<file path="config.mk">
export PLATFORM = sky130hd
export DESIGN_NAME = tile_pixel_pipe
export DESIGN_NICKNAME = d
export VERILOG_FILES = /design/src/rtl/gpu_pkg.sv /design/src/rtl/gpu_palette.sv /design/src/rtl/tile_pixel_pipe.sv
export SDC_FILE = /design/constraint.sdc
export NUM_CORES = 1
export LEC_CHECK = 0
export CORE_UTILIZATION = 60
export DETAILED_ROUTE_END_ITERATION = 10
export HOLD_SLACK_MARGIN = 0.15
export PLACE_DENSITY_LB_ADDON = 0.15
export SLEW_MARGIN = 10
export SYNTH_ARGS = -nofsm -noshare
export SYNTH_HDL_FRONTEND = slang
export SYNTH_SLANG_ARGS = --single-unit
</file>
<file path="constraint.sdc">
create_clock -name clk -period 26.5 [get_ports clk]
set_input_delay 6.625 -clock clk [delete_from_list [all_inputs] [get_ports clk]]
set_output_delay 6.625 -clock clk [all_outputs]
set_load 0.01 [all_outputs]
</file>
<file path="src/rtl/gpu_pkg.sv">
// Shared constants and types for the tile graphics path (raster counter and pixel pipe).
package gpu_pkg;
    localparam int unsigned HW          = 1088;
    localparam int unsigned VW          = 517;
    localparam int unsigned TILES_X     = 72;
    localparam int unsigned TILES_Y     = 54;
    localparam int unsigned H_SYNC_LEN  = 112;
    localparam int unsigned V_SYNC_LEN  = 3;
    localparam int unsigned PIPE_LAT    = 3;
    localparam int unsigned PAL_ENTRIES = 16;

    typedef logic [11:0] rgb444_t;

    typedef struct packed {
        logic [3:0] bg;
        logic [3:0] fg;
        logic [7:0] glyph;
    } tile_word_t;
endpackage

</file>
<file path="src/rtl/gpu_palette.sv">
// Double-buffered 16-entry RGB444 palette: writes land in the shadow bank,
// and the shadow bank is copied to the active bank at frame start.
module gpu_palette
    import gpu_pkg::*;
(
    input  logic       clk,
    input  logic       rst,
    input  logic       we,
    input  logic [3:0] waddr,
    input  rgb444_t    wdata,
    input  logic       commit,
    input  logic [3:0] rd_idx,
    output rgb444_t    rd_data
);
    rgb444_t shadow_q [PAL_ENTRIES];
    rgb444_t shadow_d [PAL_ENTRIES];
    rgb444_t active_q [PAL_ENTRIES];
    rgb444_t active_d [PAL_ENTRIES];

    // Commit reads shadow_q, so a write in the commit cycle waits for the next frame.
    always_comb begin
        shadow_d = shadow_q;
        active_d = active_q;
        if (we) begin
            shadow_d[waddr] = wdata;
        end
        if (commit) begin
            active_d = shadow_q;
        end
    end

    always_ff @(posedge clk or posedge rst) begin
        if (rst) begin
            shadow_q <= '{default: '0};
            active_q <= '{default: '0};
        end else begin
            shadow_q <= shadow_d;
            active_q <= active_d;
        end
    end

    assign rd_data = active_q[rd_idx];
endmodule

</file>
<file path="src/rtl/tile_pixel_pipe.sv">
// Tile-based pixel generator: tile RAM -> pattern ROM -> palette, with syncs and
// data-enable carried alongside so every output has the same 3-clock latency.
module tile_pixel_pipe #(
    parameter int unsigned H_SYNC_LEN = gpu_pkg::H_SYNC_LEN,
    parameter int unsigned V_SYNC_LEN = gpu_pkg::V_SYNC_LEN,
    parameter int unsigned TILES_X    = gpu_pkg::TILES_X
) (
    input  logic        clk,
    input  logic        rst,
    input  logic [10:0] cnt_h,
    input  logic [9:0]  cnt_v,
    input  logic [6:0]  blk_x,
    input  logic [5:0]  blk_y,
    input  logic [2:0]  off_x,
    input  logic [2:0]  off_y,
    input  logic        in_mem,
    output logic        tile_rd,
    output logic [11:0] tile_addr,
    input  logic [15:0] tile_data,
    output logic [10:0] pat_addr,
    input  logic [7:0]  pat_data,
    input  logic        pal_we,
    input  logic [3:0]  pal_addr,
    input  logic [11:0] pal_data,
    output logic [11:0] rgb,
    output logic        de,
    output logic        hsync_n,
    output logic        vsync_n
);
    import gpu_pkg::*;

    tile_word_t  tile_w;
    logic [11:0] by_ext;
    logic [11:0] bx_ext;
    logic        hs_raw;
    logic        vs_raw;
    logic        frame_start;
    logic        pix_bit;
    logic [3:0]  pal_idx;
    rgb444_t     pal_rgb;

    logic [2:0] off_x_s1_q, off_x_s1_d;
    logic [2:0] off_y_s1_q, off_y_s1_d;
    logic       in_mem_s1_q, in_mem_s1_d;
    logic       hs_s1_q, hs_s1_d;
    logic       vs_s1_q, vs_s1_d;

    logic [2:0] off_x_s2_q, off_x_s2_d;
    logic [3:0] fg_s2_q, fg_s2_d;
    logic [3:0] bg_s2_q, bg_s2_d;
    logic       in_mem_s2_q, in_mem_s2_d;
    logic       hs_s2_q, hs_s2_d;
    logic       vs_s2_q, vs_s2_d;

    rgb444_t    rgb_q, rgb_d;
    logic       de_q, de_d;
    logic       hsync_n_q, hsync_n_d;
    logic       vsync_n_q, vsync_n_d;

    assign by_ext = {6'd0, blk_y};
    assign bx_ext = {5'd0, blk_x};

    // 72 = 64 + 8, so the default stride needs only shifts and adds.
    generate
        if (TILES_X == 72) begin : g_addr_shift
            assign tile_addr = (by_ext << 6) + (by_ext << 3) + bx_ext;
        end else begin : g_addr_mul
            assign tile_addr = 12'(by_ext * 12'(TILES_X)) + bx_ext;
        end
    endgenerate

    assign tile_rd     = in_mem & ~rst;
    assign hs_raw      = (cnt_h < 11'(H_SYNC_LEN));
    assign vs_raw      = (cnt_v < 10'(V_SYNC_LEN));
    assign frame_start = (cnt_h == 11'd0) && (cnt_v == 10'd0);

    assign tile_w   = tile_word_t'(tile_data);
    assign pat_addr = {tile_w.glyph, off_y_s1_q};
    assign pix_bit  = pat_data[3'd7 - off_x_s2_q];
    assign pal_idx  = pix_bit ? fg_s2_q : bg_s2_q;

    gpu_palette u_palette (
        .clk     (clk),
        .rst     (rst),
        .we      (pal_we),
        .waddr   (pal_addr),
        .wdata   (pal_data),
        .commit  (frame_start),
        .rd_idx  (pal_idx),
        .rd_data (pal_rgb)
    );

    always_comb begin
        off_x_s1_d  = off_x;
        off_y_s1_d  = off_y;
        in_mem_s1_d = in_mem;
        hs_s1_d     = hs_raw;
        vs_s1_d     = vs_raw;

        off_x_s2_d  = off_x_s1_q;
        fg_s2_d     = tile_w.fg;
        bg_s2_d     = tile_w.bg;
        in_mem_s2_d = in_mem_s1_q;
        hs_s2_d     = hs_s1_q;
        vs_s2_d     = vs_s1_q;

        rgb_d       = in_mem_s2_q ? pal_rgb : 12'h000;
        de_d        = in_mem_s2_q;
        hsync_n_d   = ~hs_s2_q;
        vsync_n_d   = ~vs_s2_q;
    end

    always_ff @(posedge clk or posedge rst) begin
        if (rst) begin
            off_x_s1_q  <= '0;
            off_y_s1_q  <= '0;
            in_mem_s1_q <= 1'b0;
            hs_s1_q     <= 1'b0;
            vs_s1_q     <= 1'b0;
            off_x_s2_q  <= '0;
            fg_s2_q     <= '0;
            bg_s2_q     <= '0;
            in_mem_s2_q <= 1'b0;
            hs_s2_q     <= 1'b0;
            vs_s2_q     <= 1'b0;
            rgb_q       <= '0;
            de_q        <= 1'b0;
            hsync_n_q   <= 1'b1;
            vsync_n_q   <= 1'b1;
        end else begin
            off_x_s1_q  <= off_x_s1_d;
            off_y_s1_q  <= off_y_s1_d;
            in_mem_s1_q <= in_mem_s1_d;
            hs_s1_q     <= hs_s1_d;
            vs_s1_q     <= vs_s1_d;
            off_x_s2_q  <= off_x_s2_d;
            fg_s2_q     <= fg_s2_d;
            bg_s2_q     <= bg_s2_d;
            in_mem_s2_q <= in_mem_s2_d;
            hs_s2_q     <= hs_s2_d;
            vs_s2_q     <= vs_s2_d;
            rgb_q       <= rgb_d;
            de_q        <= de_d;
            hsync_n_q   <= hsync_n_d;
            vsync_n_q   <= vsync_n_d;
        end
    end

    assign rgb     = rgb_q;
    assign de      = de_q;
    assign hsync_n = hsync_n_q;
    assign vsync_n = vsync_n_q;
endmodule

</file>
==> metrics.yaml, run 1 <==
detailed_routing:
  vias: 10650
  drt-wirelength-per-cell_um: 22.79
  drt-pass1-iter-count: 5
  post-route-drc-count: 0
  first_iter_violations: 636
  routed_wl_um: 39840
  via_per_inst: 6.093
  ant_nets: 0
clocking:
  cts_buffers: 43
  path_clk_slew_ns: 0.05
  insertion_delay_ns: 0.54
  cts_root_buf: "clkbuf_16"
  cts_hold_buffers: 0
  cts.sinks: 422
  cts_resized: 0
  cts_tree: "done"
  postCtsSetupRepairBufs: 0
  clockBufferDepth: 3
  cts_htree_levels: 2
global_routing:
  grt_usage_pct: 27.75
  grt_max_degree: 100
  antenna_found_initial: 3
  grt_util_met2_pct: 44.92
  grt_pass1_wl_um: 64170
  grt_use_met1_pct: 38.74
  grt_busiest_layer: "met2"
  grt_remaining_overflow: 0
  grt_pass1_vias: 11320
  met3_usage_pct: 4.703
floorplan:
  die_area_um2: 30330
  core_um2: 28940
  start_util_pct: 61.45
  ioPinCount: 123
  fp-row-count: 62
  dieHeight_um: 174.2
  die-width_um: 174.2
sta:
  period_minus_slack_ns: 16.16
  tns_ns: 0
  timing.fmax_mhz: 61.87
  hold_viol_final: 0
  rsz0062_at_grt: "false"
  final-max-slew-violation-count: 0
  finalSetupViolCount: 0
  finalClockSkew_ns: 0.01691
  fin_ws_ns: 10.34
  slew-limit-headroom_pct: 16.46
  finalCritPeriodShare_pct: 60.99
  tightest_slew_ns: 1.253
synthesis:
  synth_area_leaders: "dfrtp_1 (59%), mux2_2 (24%), nand2_1 (2.0%)"
  synthArstFlopShare_pct: 100.0
  synth_flop_cell: "dfrtp_1"
  synth_seq_cells: 422
  netlist_top_cells_count: "dfrtp_1 (420), mux2_2 (386), nand2_1 (93)"
  ys_types: 48
  synthesis.area_um2: 17780
  syn_nets: 1361
  synth_top_cell_area_share_pct: 59.10
  synth_edf_count: 0
  synth_area_per_cell_um2: 14.07
  synth_top_area_cell: "dfrtp_1"
  synth.most_common_cell: "dfrtp_1"
  ys_seq_area_share_pct: 59.40
  syn_inst: 1264
  synth_warnings: 0
final_layout:
  final_layout_size_suffix_gt1_share_pct: 37.34
  synthToLayoutAreaGrowth_pct: 14.33
  final_nets: 1427
  n_fill_cell: 2004
critical_path:
  worstReg2RegEnd: "rgb[11]$_DFF_PP0_"
  cp_num_buf_inv: 4
  r2r_start: "off_x_s2_q[0]$_DFF_PP0_"
  r2r_cells: 8
  critPathKind: "in2out"
  cp.required_ns: 19.88
  max_stage_delay_ns: 0.55
  crit_slowest_cell: "clkdlybuf4s50_1"
  crit_path_max_fanout: 3
  critical_path.top_delay_family: "buffers and inverters"
  critPathCaptureType: "primary output"
  reg2reg_slack_ns: 22.54
  startpoint_type: "input port"
  cp_data_arrival_time_ns: 9.54
  path_cells: "clkdlybuf4s50_1 > inv_1 > fa_1 > inv_1 > ha_1 > a21oi_1 > o21bai_1 > a21oi_1 > nor2b_1 > o21ai_0 > xnor2_1 > clkdlybuf4s50_1"
place:
  place_congestion: 0.8039
  portBuffers: 100
  pre_cts_ws_ns: 10.32
  hpwl_um: 23230
outcome:
  status: "completed"
power:
  swShare_pct: 24.20
  p_seq_share_pct: 49.3
  power.density_nw_per_um2: 74.78
  peakVddDrop_mv: 0.06837
  p_clk_share_pct: 39.3
  internal_power_uw: 1152
  p_leak_uw: 0.009308
  power.switching_uw: 367.9
  p_comb_share_pct: 11.4
min_path:
  worstHoldEndpoint: "vs_s2_q$_DFF_PP0_"
  hold_class: "reg2reg"
  hold_depth: 0
  hp-start: "vs_s1_q$_DFF_PP0_"
run:
  drv_cap: 0
-- metal layers --
| layer | wire length (um) | share of wire [%] |
|---|---|---|
| met3 | 1947 | 4.9 |
| met4 | 1048 | 2.6 |
| met2 | 18920 | 47 |
| met1 | 17880 | 45 |
| met5 | 38 | 0.095 |
-- worst max-delay path by stage --
stage,startpoint,to,slack [ns],cells past startpoint
2_1_floorplan,rst,bg_s2_q[0]$_DFF_PP0_,8.13,1
3_3_place_gp,blk_x[6],tile_addr[11],10.38,12
3_5_place_dp,blk_y[0],tile_addr[11],10.32,12
4_1_cts,blk_y[0],tile_addr[11],10.31,12
5_1_grt,blk_y[0],tile_addr[11],10.08,12
6_report,blk_y[0],tile_addr[11],10.34,12
-- power by group through the flow --
| stage | clock network, uW | registers (uW) | logic (uW) |
|---|---|---|---|
| 2_1_floorplan | 0 | 752 | 120 |
| 3_3_place_gp | 0 | 756 | 169 |
| 3_5_place_dp | 0 | 760 | 174 |
| 6_report | 597 | 750 | 174 |
| 4_1_cts | 609 | 749 | 175 |
| 5_1_grt | 638 | 759 | 189 |
-- cell type report --
class | instances | area, um2 | area share, %
Timing Repair Buffer | 118 | 1136 | 5.588
Clock buffer | 59 | 1247 | 6.136
Sequential cell | 422 | 10560 | 51.95
Tap cell | 384 | 480.5 | 2.363
Inverter | 10 | 45.04 | 0.2216
Clock inverter | 19 | 163.9 | 0.8062
Multi-Input combinational cell | 735 | 6693 | 32.92
Antenna cell | 1 | 2.502 | 0.01231
-- cells by family (layout without fill, tap and decap cells) --
logic type               after synthesis  after routing  share of synthesized area, %
AND/OR/NAND/NOR                      177            177                         4.665
other                                  0              1                             0
multiplexers                         404            404                         25.63
XOR/XNOR                               6              6                        0.2955
adder cells (fa/ha/maj)               13             13                        0.9992
flip-flops                           422            422                         59.40
buffers and inverters                107            206                         3.321
AO/OA/AOI/OAI                        135            135                         5.692
-- placed cells by master, fill, tap and decap left out, drive strengths merged, types with 5 or more instances in the layout --
| cell type | count |
|---|---|
| dfrtp | 420 |
| mux2 | 387 |
| clkdlybuf4s50 | 100 |
| nand2 | 94 |
| clkbuf | 59 |
| a221oi | 48 |
| a21oi | 41 |
| and2 | 26 |
| buf | 18 |
| nand3 | 17 |
| mux2i | 16 |
| clkinv | 16 |
| nor2 | 15 |
| o21ai | 15 |
| a31oi | 13 |
| a311o | 12 |
| ha | 11 |
| inv | 11 |
| xnor2 | 5 |
| or3 | 5 |
| nor3 | 5 |
-- flip-flops by register name, summed over array words and instances, names as in the netlist --
name	count
hs_s1_q	1
vs_s1_q	1
hs_s2_q	1
in_mem_s1_q	1
de_d	1
de	1
rgb	12
hsync_n	1
vsync_n	1
off_x_s2_q	3
bg_s2_q	4
u_palette.shadow_q	192
fg_s2_q	4
off_x_s1_q	3
u_palette.active_q	192
vs_s2_q	1
off_y_s1_q	3
-- through the flow --
stage / util [%] / area, um2 / hold slack (ns) / total power (uW) / cells
2_1_floorplan: - / 17780 / 0.3312 / 871.9 / 1264
3_3_place_gp: 65.38 / 18920 / 0.3336 / 924.7 / 1669
3_5_place_dp: 65.38 / 18920 / 0.3355 / 934.4 / 1669
4_1_cts: 70.25 / 20330 / 0.3503 / 1533 / 1747
5_1_grt: 70.26 / 20330 / 0.3500 / 1585 / 1748
6_report: 70.26 / 20330 / 0.3461 / 1520 / 1748
Note: power is estimated with default switching activity, not from simulation.
==> inputs of run 2 (changes only) <==
Settings changed: CORE_UTILIZATION 60 to 53.
Clock period 26.5 ns to 13.8 ns, I/O delays scaled along.
==> metrics.yaml, run 2 (same netlist as run 1, synthesis figures left out) <==
clocking:
  path_clk_slew_ns: 0.06
  postCtsSetupRepairBufs: 0
  cts.sinks: 422
  cts_hold_buffers: 0
  cts_htree_levels: 2
  cts_root_buf: "clkbuf_16"
  cts_tree: "done"
  clockBufferDepth: 3
  insertion_delay_ns: 0.53
  cts_resized: 0
  cts_buffers: 44
critical_path:
  crit_path_max_fanout: 3
  critPathKind: "in2out"
  worstReg2RegEnd: "rgb[10]$_DFF_PP0_"
  cp_data_arrival_time_ns: 6.36
  r2r_cells: 8
  reg2reg_slack_ns: 9.82
  r2r_start: "off_x_s2_q[0]$_DFF_PP0_"
  startpoint_type: "input port"
  cp.required_ns: 10.35
  critPathCaptureType: "primary output"
detailed_routing:
  drt-wirelength-per-cell_um: 21.90
  ant_nets: 0
  drt-pass1-iter-count: 5
  first_iter_violations: 590
  post-route-drc-count: 0
  via_per_inst: 5.741
  routed_wl_um: 39440
  vias: 10340
floorplan:
  dieHeight_um: 185.2
  die_area_um2: 34290
  core_um2: 32780
  ioPinCount: 123
  start_util_pct: 54.24
  die-width_um: 185.2
  fp-row-count: 66
place:
  hpwl_um: 23350
  pre_cts_ws_ns: 3.977
  place_congestion: 0.7671
  dpl-instance-area_um2: 19000
  portBuffers: 100
final_layout:
  final_layout_size_suffix_gt1_share_pct: 36.75
  layout.cells.most_common: "dfrtp_1"
  synthToLayoutAreaGrowth_pct: 15.02
  final_nets: 1428
  design_area_um2: 20450
  layout_common_cells: "dfrtp_1 (420), mux2_2 (386), clkdlybuf4s50_1 (100)"
  fin_util_pct: 62.38
global_routing:
  grt_pass1_vias: 10840
  antenna_found_initial: 1
  grt_remaining_overflow: 0
  grt_usage_pct: 24.13
  grt_max_degree: 199
  grt_pass1_wl_um: 62250
power:
  p_leak_uw: 0.009299
  p_seq_share_pct: 48.5
  p_clk_share_pct: 40.4
  power.switching_uw: 692.1
  power.density_nw_per_um2: 145.1
  internal_power_uw: 2276
  peakVddDrop_mv: 0.1088
  p_comb_share_pct: 11.1
  finalPower_uw: 2968
  swShare_pct: 23.32
sta:
  period_minus_slack_ns: 9.807
  finalCritPeriodShare_pct: 71.07
  rsz0062_at_grt: "false"
  tns_ns: 0
  fin_ws_ns: 3.993
  hold_viol_final: 0
  finalClockSkew_ns: 0.01422
  final-max-slew-violation-count: 0
  finalSetupViolCount: 0
  tightest_slew_ns: 1.170
  slew-limit-headroom_pct: 21.94
  timing.fmax_mhz: 102.0
min_path:
  worstHoldEndpoint: "hsync_n$_DFF_PP1_"
  hold_class: "reg2reg"
  hold_depth: 1
  hp-start: "hs_s2_q$_DFF_PP0_"
outcome:
  status: "completed"
run:
  drv_cap: 0
-- run 2: cell types whose count changed in the layout (fill, tap and decap cells not counted), moves of 4 or more --
| cell | change |
|---|---|
| clkbuf_8 | -4 |
| clkinv_2 | -10 |
| clkbuf_1 | +6 |
| bufinv_16 | +4 |
-- run 2: area by class of cell --
class                           instances  area [um2]
Antenna cell                            1       2.502
Clock buffer                           62        1240
Clock inverter                         11       209.0
Fill cell                            2553       12330
Inverter                               10       41.29
Multi-Input combinational cell        735        6695
Sequential cell                       422       10560
Tap cell                              442       553.0
Timing Repair Buffer                  118        1149
-- run 2: power groups by stage --
stage	sequential [uW]	combinational (uW)	clock [uW]
finish	1440	329	1200
global route	1460	360	1270
CTS	1440	333	1220
detailed placement	1460	332	0
global placement	1450	324	0
floorplan	1440	231	0
-- run 2: through the flow --
stage,hold WS (ns),std cells
3_5_place_dp,0.3402,1727
6_report,0.3494,1801
3_3_place_gp,0.3330,1727
4_1_cts,0.3505,1800
5_1_grt,0.3592,1800
2_1_floorplan,0.3312,1264
-- run 2: worst max-delay path, stage by stage --
cell and delay [ns]:
clkdlybuf4s50_1 0.49, inv_1 0.06, fa_1 0.50, inv_1 0.04, ha_1 0.32, a21oi_1 0.23, o21bai_1 0.09, a21oi_1 0.22
nor2b_1 0.07, o21ai_0 0.19, xnor2_1 0.14, clkdlybuf4s50_1 0.55
-- run 2: per-layer routing --
layer | routed length, um | track usage, %
met1 | 18500 | 34.57
met2 | 18870 | 39.01
met3 | 1385 | 3.401
met4 | 684 | 5.719
met5 | 0 | 0
-- run 2: worst max-delay path by stage --
stage | startpoint | endpoint | cells after the start
global placement | blk_y[0] | tile_addr[11] | 12
CTS | blk_y[0] | tile_addr[11] | 12
global route | blk_y[0] | tile_addr[11] | 12
floorplan | rst | bg_s2_q[0]$_DFF_PP0_ | 1
finish | blk_y[0] | tile_addr[11] | 12
detailed placement | blk_y[0] | tile_addr[11] | 12
